### config.mk
export PLATFORM = sky130hd
export DESIGN_NAME = gshare_predictor
export DESIGN_NICKNAME = d
export VERILOG_FILES = /design/src/rtl/gshare_predictor.sv
export SDC_FILE = /design/constraint.sdc
export NUM_CORES = 1
export LEC_CHECK = 0
export CAP_MARGIN = 20
export CORE_UTILIZATION = 45
export CTS_BUF_LIST = sky130_fd_sc_hd__clkbuf_4 sky130_fd_sc_hd__clkbuf_8
export CTS_CLUSTER_SIZE = 28
export DETAILED_ROUTE_END_ITERATION = 10
export HOLD_SLACK_MARGIN = 0.05
export SLEW_MARGIN = 20
export SYNTH_ARGS = -nofsm -noshare
export SYNTH_HDL_FRONTEND = slang
export SYNTH_SLANG_ARGS = --single-unit
### constraint.sdc
create_clock -name clk -period 4.4 [get_ports clk]
set_clock_uncertainty 0.1 [all_clocks]
set_input_delay 0.88 -clock clk [delete_from_list [all_inputs] [get_ports clk]]
set_output_delay 0.88 -clock clk [all_outputs]
set_load 0.02 [all_outputs]
### src/rtl/gshare_predictor.sv
// gshare direction predictor: PC xor global history indexes a table of 2-bit counters.
// Optional build macro GSHARE_BYPASS_EN forwards a same-cycle update into the lookup.

module gshare_predictor_reg #(
  parameter int                 p_width       = 1,
  parameter logic [p_width-1:0] p_reset_value = '0
) (
  input  logic               clk,
  input  logic               reset,
  input  logic               en,
  input  logic [p_width-1:0] d,
  output logic [p_width-1:0] q
);

  always_ff @(posedge clk) begin
    if (reset) begin
      q <= p_reset_value;
    end else if (en) begin
      q <= d;
    end
  end

endmodule

module gshare_predictor #(
  parameter int p_index_bits = 6,
  parameter int p_ghr_bits   = 6
) (
  input  logic                    clk,
  input  logic                    reset,
  input  logic                    req_val,
  output logic                    req_rdy,
  input  logic [31:0]             req_pc,
  output logic                    resp_val,
  input  logic                    resp_rdy,
  output logic                    resp_taken,
  output logic [p_index_bits-1:0] resp_idx,
  input  logic                    upd_val,
  input  logic [p_index_bits-1:0] upd_idx,
  input  logic                    upd_taken
);

  localparam int depth = 2 ** p_index_bits;

  logic [1:0]              ctr_q [depth];
  logic [depth-1:0]        ctr_en;
  logic [1:0]              ctr_d;
  logic [p_ghr_bits-1:0]   ghr_q;
  logic [p_ghr_bits-1:0]   ghr_d;
  logic [p_ghr_bits-1:0]   ghr_shift;
  logic [p_ghr_bits-1:0]   ghr_look;
  logic [p_index_bits-1:0] ghr_ext;
  logic [p_index_bits-1:0] look_idx;
  logic                    look_taken;
  logic                    req_fire;
  logic                    resp_val_q;
  logic                    resp_val_d;
  logic                    resp_taken_q;
  logic                    resp_taken_d;
  logic [p_index_bits-1:0] resp_idx_q;
  logic [p_index_bits-1:0] resp_idx_d;
  logic                    unused_pc;

  assign unused_pc = ^{req_pc[31:p_index_bits+2], req_pc[1:0]};

  function automatic logic [1:0] sat_next(input logic [1:0] cur, input logic taken);
    logic [1:0] nxt;
    nxt = cur;
    if (taken && cur != 2'b11) begin
      nxt = cur + 2'd1;
    end else if (!taken && cur != 2'b00) begin
      nxt = cur - 2'd1;
    end
    return nxt;
  endfunction

  generate
    if (p_ghr_bits == 1) begin : g_ghr_one
      assign ghr_shift = upd_taken;
    end else begin : g_ghr_many
      assign ghr_shift = {ghr_q[p_ghr_bits-2:0], upd_taken};
    end
  endgenerate

  // Only the addressed counter is enabled, so a single shared next value suffices.
  always_comb begin
    ctr_en = '0;
    ctr_d  = sat_next(ctr_q[upd_idx], upd_taken);
    ghr_d  = ghr_q;
    if (upd_val) begin
      ctr_en[upd_idx] = 1'b1;
      ghr_d           = ghr_shift;
    end
  end

  always_comb begin
`ifdef GSHARE_BYPASS_EN
    ghr_look = ghr_d;
`else
    ghr_look = ghr_q;
`endif
    ghr_ext                   = '0;
    ghr_ext[p_ghr_bits-1:0]   = ghr_look;
    look_idx                  = req_pc[p_index_bits+1:2] ^ ghr_ext;
    look_taken                = ctr_q[look_idx][1];
`ifdef GSHARE_BYPASS_EN
    if (upd_val && upd_idx == look_idx) begin
      look_taken = ctr_d[1];
    end
`endif
  end

  assign req_rdy  = !resp_val_q || resp_rdy;
  assign req_fire = req_val && req_rdy;

  // The response is sampled once at acceptance and then held until consumed.
  always_comb begin
    resp_val_d   = resp_val_q;
    resp_taken_d = resp_taken_q;
    resp_idx_d   = resp_idx_q;
    if (req_fire) begin
      resp_val_d   = 1'b1;
      resp_taken_d = look_taken;
      resp_idx_d   = look_idx;
    end else if (resp_rdy) begin
      resp_val_d   = 1'b0;
    end
  end

  generate
    for (genvar i = 0; i < depth; i++) begin : g_ctr
      gshare_predictor_reg #(
        .p_width       (2),
        .p_reset_value (2'b01)
      ) u_ctr (
        .clk   (clk),
        .reset (reset),
        .en    (ctr_en[i]),
        .d     (ctr_d),
        .q     (ctr_q[i])
      );
    end
  endgenerate

  gshare_predictor_reg #(.p_width(p_ghr_bits)) u_ghr (
    .clk   (clk),
    .reset (reset),
    .en    (1'b1),
    .d     (ghr_d),
    .q     (ghr_q)
  );

  gshare_predictor_reg #(.p_width(1)) u_resp_val (
    .clk   (clk),
    .reset (reset),
    .en    (1'b1),
    .d     (resp_val_d),
    .q     (resp_val_q)
  );

  gshare_predictor_reg #(.p_width(1)) u_resp_taken (
    .clk   (clk),
    .reset (reset),
    .en    (1'b1),
    .d     (resp_taken_d),
    .q     (resp_taken_q)
  );

  gshare_predictor_reg #(.p_width(p_index_bits)) u_resp_idx (
    .clk   (clk),
    .reset (reset),
    .en    (1'b1),
    .d     (resp_idx_d),
    .q     (resp_idx_q)
  );

  assign resp_val   = resp_val_q;
  assign resp_taken = resp_taken_q;
  assign resp_idx   = resp_idx_q;

endmodule
# == Word-level counts from Yosys, hierarchy flattened ==
# Index checks and enable logic that the tools add are counted.
# W data, S select, Z words.
# word_totals
ff_bits,142
output_inout_bits,9
# classes
n_addsub,2
n_lt_le_gt_ge,4
eq_ne,1
muxes,13
bitwise,3
reduce_logical,9
# ops
operator,count
$mux W64,1
$bmux W2 S6,2
$ge A7 B7 Y1 const B,2
$not A6 Y7,2
$mux W2,6
$lt A6 B7 Y1 const B,1
$demux W1 S6,1
$ge A6 B1 Y1 const B,1
$xor A6 B6 Y6,1
$logic_and A1 B1 Y1,4
$reduce_bool A2 Y1,2
$mux W1,3
$add A2 B1 Y2 const B,1
$logic_not A1 Y1,2
$ne A2 B2 Y1 const B,1
$sub A2 B1 Y2 const B,1
$logic_or A1 B1 Y1,1

# == Depth between registers and ports, before layout ==
# depth
ltp_word,8
ltp_mapped,17
mapped_depth_nobuf,12

# == Hierarchy ==
# From an unflattened synthesis, not the netlist that was laid out.
# unflattened
hier_cells,739
area_unflattened_um2,7385.8
# by_module_without_submodules
mod,instances,cells_each,area_each_um2
gshare_predictor_reg at g_ctr[0].u_ctr ...,64,6,68.8
gshare_predictor,1,311,2486.1
gshare_predictor_reg at u_ghr ...,2,19,214.0
gshare_predictor_reg at u_resp_taken ...,2,3,33.8

# == Least setup slack after synthesis ==
# Ideal clock, no wire load.
# synth_path
path_kind,input to register
from,input port upd_idx[0]
to,register g_ctr[56].u_ctr.q[0]
setup_ps,122
arrival_time_ps,3610
required_ps,4178
path_slack_ps,567
cell_stages,14
path_buffers,4
cell_sequence,buf_6 -> mux4_2 -> nand2_1 -> nand2_1 -> a22oi_1 -> nand4_2 -> buf_1 -> or2_2 -> ha_1 -> mux2i_1 -> o21a_1 -> clkbuf_1 -> buf_2 -> o31ai_1
# synth_between
elab_chain_len,8
# synth_rtl
item,line,source
start: declaration,39,"input logic [p_index_bits-1:0] upd_idx,"
branches (longest 8 deep; another with $sub A2 B1 Y2),--,
end signal: assignment,17,q <= p_reset_value;
end: declaration,12,output logic [p_width-1:0] q
# Parallel ways; which one is timed is not known. The select of a mux whose other input is x is not followed.
# A chain may end at the register's enable or synchronous reset.

# == Worst setup path in the final report ==
# layout_path
from,input port upd_idx[0]
to,register g_ctr[10].u_ctr.q[0]
# layout_between
elab_chain_len,8
# layout_rtl
item,line
branches (longest 8 deep; another with $sub A2 B1 Y2),--
end signal: assignment,17
end: declaration,12
# Parallel ways; which one is timed is not known. The select of a mux whose other input is x is not followed.

==> impl_metrics.py <==
metrics = {
    "place": {
        "place.detailed.hpwl_um": 16170,
        "gpl.final_weighted_congestion": 0.9292,
        "placement_stage_cell_area_um2": 8088,
        "numPortBuffers": 26,
    },
    "synthesis": {
        "synth_commonest_cells": "sky130_fd_sc_hd__dfxtp_1, sky130_fd_sc_hd__nand2_1, sky130_fd_sc_hd__a21oi_1, sky130_fd_sc_hd__nand3b_1, sky130_fd_sc_hd__o31ai_1",
        "post_synth_and_or_nand_nor_area_fraction_pct": 19.45,
        "synth-xor-area-share_pct": 1.056,
        "synth_largest_type_area_fraction_pct": 38.07,
        "synth.net_count": 884,
        "syn_inst": 838,
        "ys_dominant_reg_cell": "sky130_fd_sc_hd__dfxtp_1",
        "yosysMostFrequentCell": "sky130_fd_sc_hd__dfxtp_1",
        "ys_top_cells_by_area": "sky130_fd_sc_hd__dfxtp_1, sky130_fd_sc_hd__nand3b_1, sky130_fd_sc_hd__mux2i_1",
        "synth-seq-area-share_pct": 38.07,
        "main_combinational_cell_family_by_area_after_synthesis": "compound AO/OA/AOI/OAI gates",
        "syn_area_um2": 7467,
        "complex_gate_fraction_of_the_synthesized_area_pct": 24.08,
        "number_of_enable_type_register_cells_in_the_synthesized_netlist": 0,
        "synth_warnings": 0,
        "syn_avg_cell_area_um2": 8.911,
        "synth.area.mux_share_pct": 11.71,
        "synth_cell_type_count": 63,
        "yosys.area_share.adder_pct": 0.3351,
        "ys_async_sr_fraction_pct": 0,
        "synthDominantAreaCellType": "sky130_fd_sc_hd__dfxtp_1",
        "postSynthRegisterBits": 142,
    },
    "routing": {
        "finalWirelength_um": 23380,
        "drc_errors": 0,
        "wl_per_cell_um": 21.37,
        "antenna_left": 0,
        "drt-initial-drc-count": 762,
        "via_count": 6889,
        "number_of_detailed_routing_iterations_run_before_antenna_repair": 5,
        "via_per_inst": 6.297,
    },
    "floorplanning": {
        "initial_core_util_pct": 46.50,
        "ioPinCount": 53,
        "die_width_um": 130.8,
        "design.core.area_um2": 16060,
        "rows": 46,
        "dieArea_um2": 17110,
        "die_height_um": 130.8,
    },
    "timing": {
        "timing.final.hold_violations": 0,
        "slew_headroom_pct": 35.38,
        "setup_repair_after_global_routing_missed_its_margin": "no",
        "max_freq_ghz": 0.2606,
        "post-route-min-period_ps": 3838,
        "max_slew.worst_pin.slew_ps": 969.2,
        "report.final.slew_viol_count": 0,
        "final_critical_path_share_of_the_clock_period_pct": 87.23,
        "timing.setup.tns_ps": 0,
        "setup-violations-final": 0,
        "hold_ws_ps": 368.1,
    },
    "power": {
        "peakVddDrop_uv": 194.4,
        "leakage_power_nw": 2.885,
        "p_per_area_nw_per_um2": 314.7,
    },
    "setup_path": {
        "crit_type": "input pin to register",
        "timing.critical_path.arrival_ps": 4140,
        "cp_data_required_time_ps": 4700,
        "critical_path.max_fanout": 16,
        "setup.worst_path.end_class": "register",
        "timing.critical_path.from_type": "input pin",
    },
    "cells_and_area": {
        "design_area_um2": 8414,
        "final_util_pct": 52.40,
        "antenna_cells": 0,
        "post_route_cells_drive_above_1_share_pct": 15.95,
        "layout-area-overhead-vs-synth_pct": 12.68,
        "final_nets": 915,
        "layout.filler_cells": 1491,
    },
    "clock_tree": {
        "cts_tree": "done",
        "number_of_buffers_inserted_by_post_cts_setup_repair": 0,
        "clock_insertion_delay_worst_skew_ps": 470,
        "clock_edge_transition_at_the_registers_on_the_reported_setup_and_hold_paths_ps": 70,
        "cts_resized": 0,
        "cts_hold_buffers": 0,
        "cts.sink_count": 142,
        "htree_levels": 4,
        "tritoncts.num_buffers": 17,
        "clockBufferDepth": 2,
        "clockRootBuffer": "sky130_fd_sc_hd__clkbuf_8",
    },
    "global_routing": {
        "grt_first_pass_wirelength_um": 36680,
        "grt_start_max_net_pins": 104,
        "grt.total_usage_pct": 28.70,
        "globalRoute.totalOverflow": 0,
        "first_global_vias": 6507,
        "grt_antenna_before_repair": 0,
    },
    "worst_hold_path": {
        "hold_class": "register to register",
    },
    "run_status": {
        "result_of_the_run": "finished, final reports clean",
    },
    "job": {
        "cap_violations": 0,
    },
}
-- state kept, by name (all words and copies together) (netlist names) --
name            cells
g_ctr.u_ctr.q     128
u_resp_idx.q        6
u_resp_taken.q      1
u_ghr.q             6
u_resp_val.q        1
-- critical path: stages --
cell and delay [ps]:
sky130_fd_sc_hd__buf_2 360, sky130_fd_sc_hd__nor2_1 230, sky130_fd_sc_hd__a221o_1 390, sky130_fd_sc_hd__a221o_1 370, sky130_fd_sc_hd__a22oi_2 270, sky130_fd_sc_hd__and2_1 160, sky130_fd_sc_hd__and4_1 200, sky130_fd_sc_hd__inv_1 60
sky130_fd_sc_hd__ha_1 210, sky130_fd_sc_hd__mux2_2 400, sky130_fd_sc_hd__or4_1 500, sky130_fd_sc_hd__nand3_1 100
-- layer usage --
metal / vias up / track usage [%] / share of wire (%)
li1: 3202 / - / -
met2: 297 / 45.60 / 46
met5: - / 0 / 0
met4: 0 / 12.44 / 3.2
met3: 62 / 5.863 / 7.1
met1: 3328 / 37.71 / 44
-- path summary, 6_finish.rpt --
path                   startpoint                   end  slack [ps]  cells after the start
min          g_ctr[54].u_ctr.q[0]  g_ctr[54].u_ctr.q[0]         370                      2
max                    upd_idx[0]  g_ctr[10].u_ctr.q[0]         560                     12
max reg2reg  g_ctr[15].u_ctr.q[1]  g_ctr[10].u_ctr.q[0]        1090                     11
min reg2reg  g_ctr[54].u_ctr.q[0]  g_ctr[54].u_ctr.q[0]         370                      2
-- where the power goes --
group          internal, mW  switching (mW)
Combinational         0.155           0.296
Clock                 0.406           0.482
Sequential             1.30         0.00972
Total                  1.86           0.788
-- through the flow --
step           worst slack (ps)  instances  total power [mW]
2_1_floorplan             567.4        838             1.622
3_3_place_gp              199.1       1066             1.776
3_5_place_dp              112.0       1066             1.783
4_1_cts                   598.2       1094             2.663
5_1_grt                   454.9       1094             2.752
6_report                  562.1       1094             2.648
-- area by class of cell --
| type | instances | area, um2 | share of cell area (%) |
|---|---|---|---|
| multi-input combinational | 623 | 4255 | 50.57 |
| sequential | 142 | 2843 | 33.78 |
| timing repair buffer | 77 | 700.7 | 8.327 |
| tap | 216 | 270.3 | 3.212 |
| clock buffer | 20 | 269.0 | 3.197 |
| clock inverter | 8 | 46.29 | 0.5502 |
| inverter | 8 | 30.03 | 0.3569 |
-- cells by family (layout without fill, tap and decap cells) --
kind of cell / after synthesis / count (layout)
adder cells (fa/ha/maj): 2 / 2
AO/OA/AOI/OAI: 271 / 271
multiplexers: 72 / 72
AND/OR/NAND/NOR: 269 / 269
flip-flops: 142 / 142
buffers and inverters: 73 / 113
XOR/XNOR: 9 / 9
-- cell usage in the layout (no fill, tap or decap), drive strengths merged, types with 5 or more instances in the layout --
| cell type | netlist | routed |
|---|---|---|
| a21oi | 67 | 67 |
| a221oi | 6 | 6 |
| clkinv | 1 | 8 |
| mux4 | 10 | 10 |
| nand3b | 66 | 66 |
| clkdlybuf4s50 | 0 | 22 |
| nor3 | 16 | 16 |
| mux2 | 14 | 14 |
| a221o | 5 | 5 |
| o31ai | 56 | 56 |
| clkbuf | 32 | 20 |
| buf | 33 | 55 |
| a22oi | 10 | 10 |
| o21ai | 80 | 80 |
| xnor2 | 5 | 5 |
| inv | 7 | 7 |
| o2bb2ai | 7 | 7 |
| nand2 | 90 | 90 |
| nand3 | 14 | 14 |
| mux2i | 48 | 48 |
| and2 | 5 | 5 |
| nor2 | 40 | 40 |
| or4 | 11 | 11 |
| dfxtp | 142 | 142 |
| a211oi | 8 | 8 |
| o22ai | 15 | 15 |
| and3 | 6 | 6 |
Note: power is estimated with default switching activity, not from simulation.
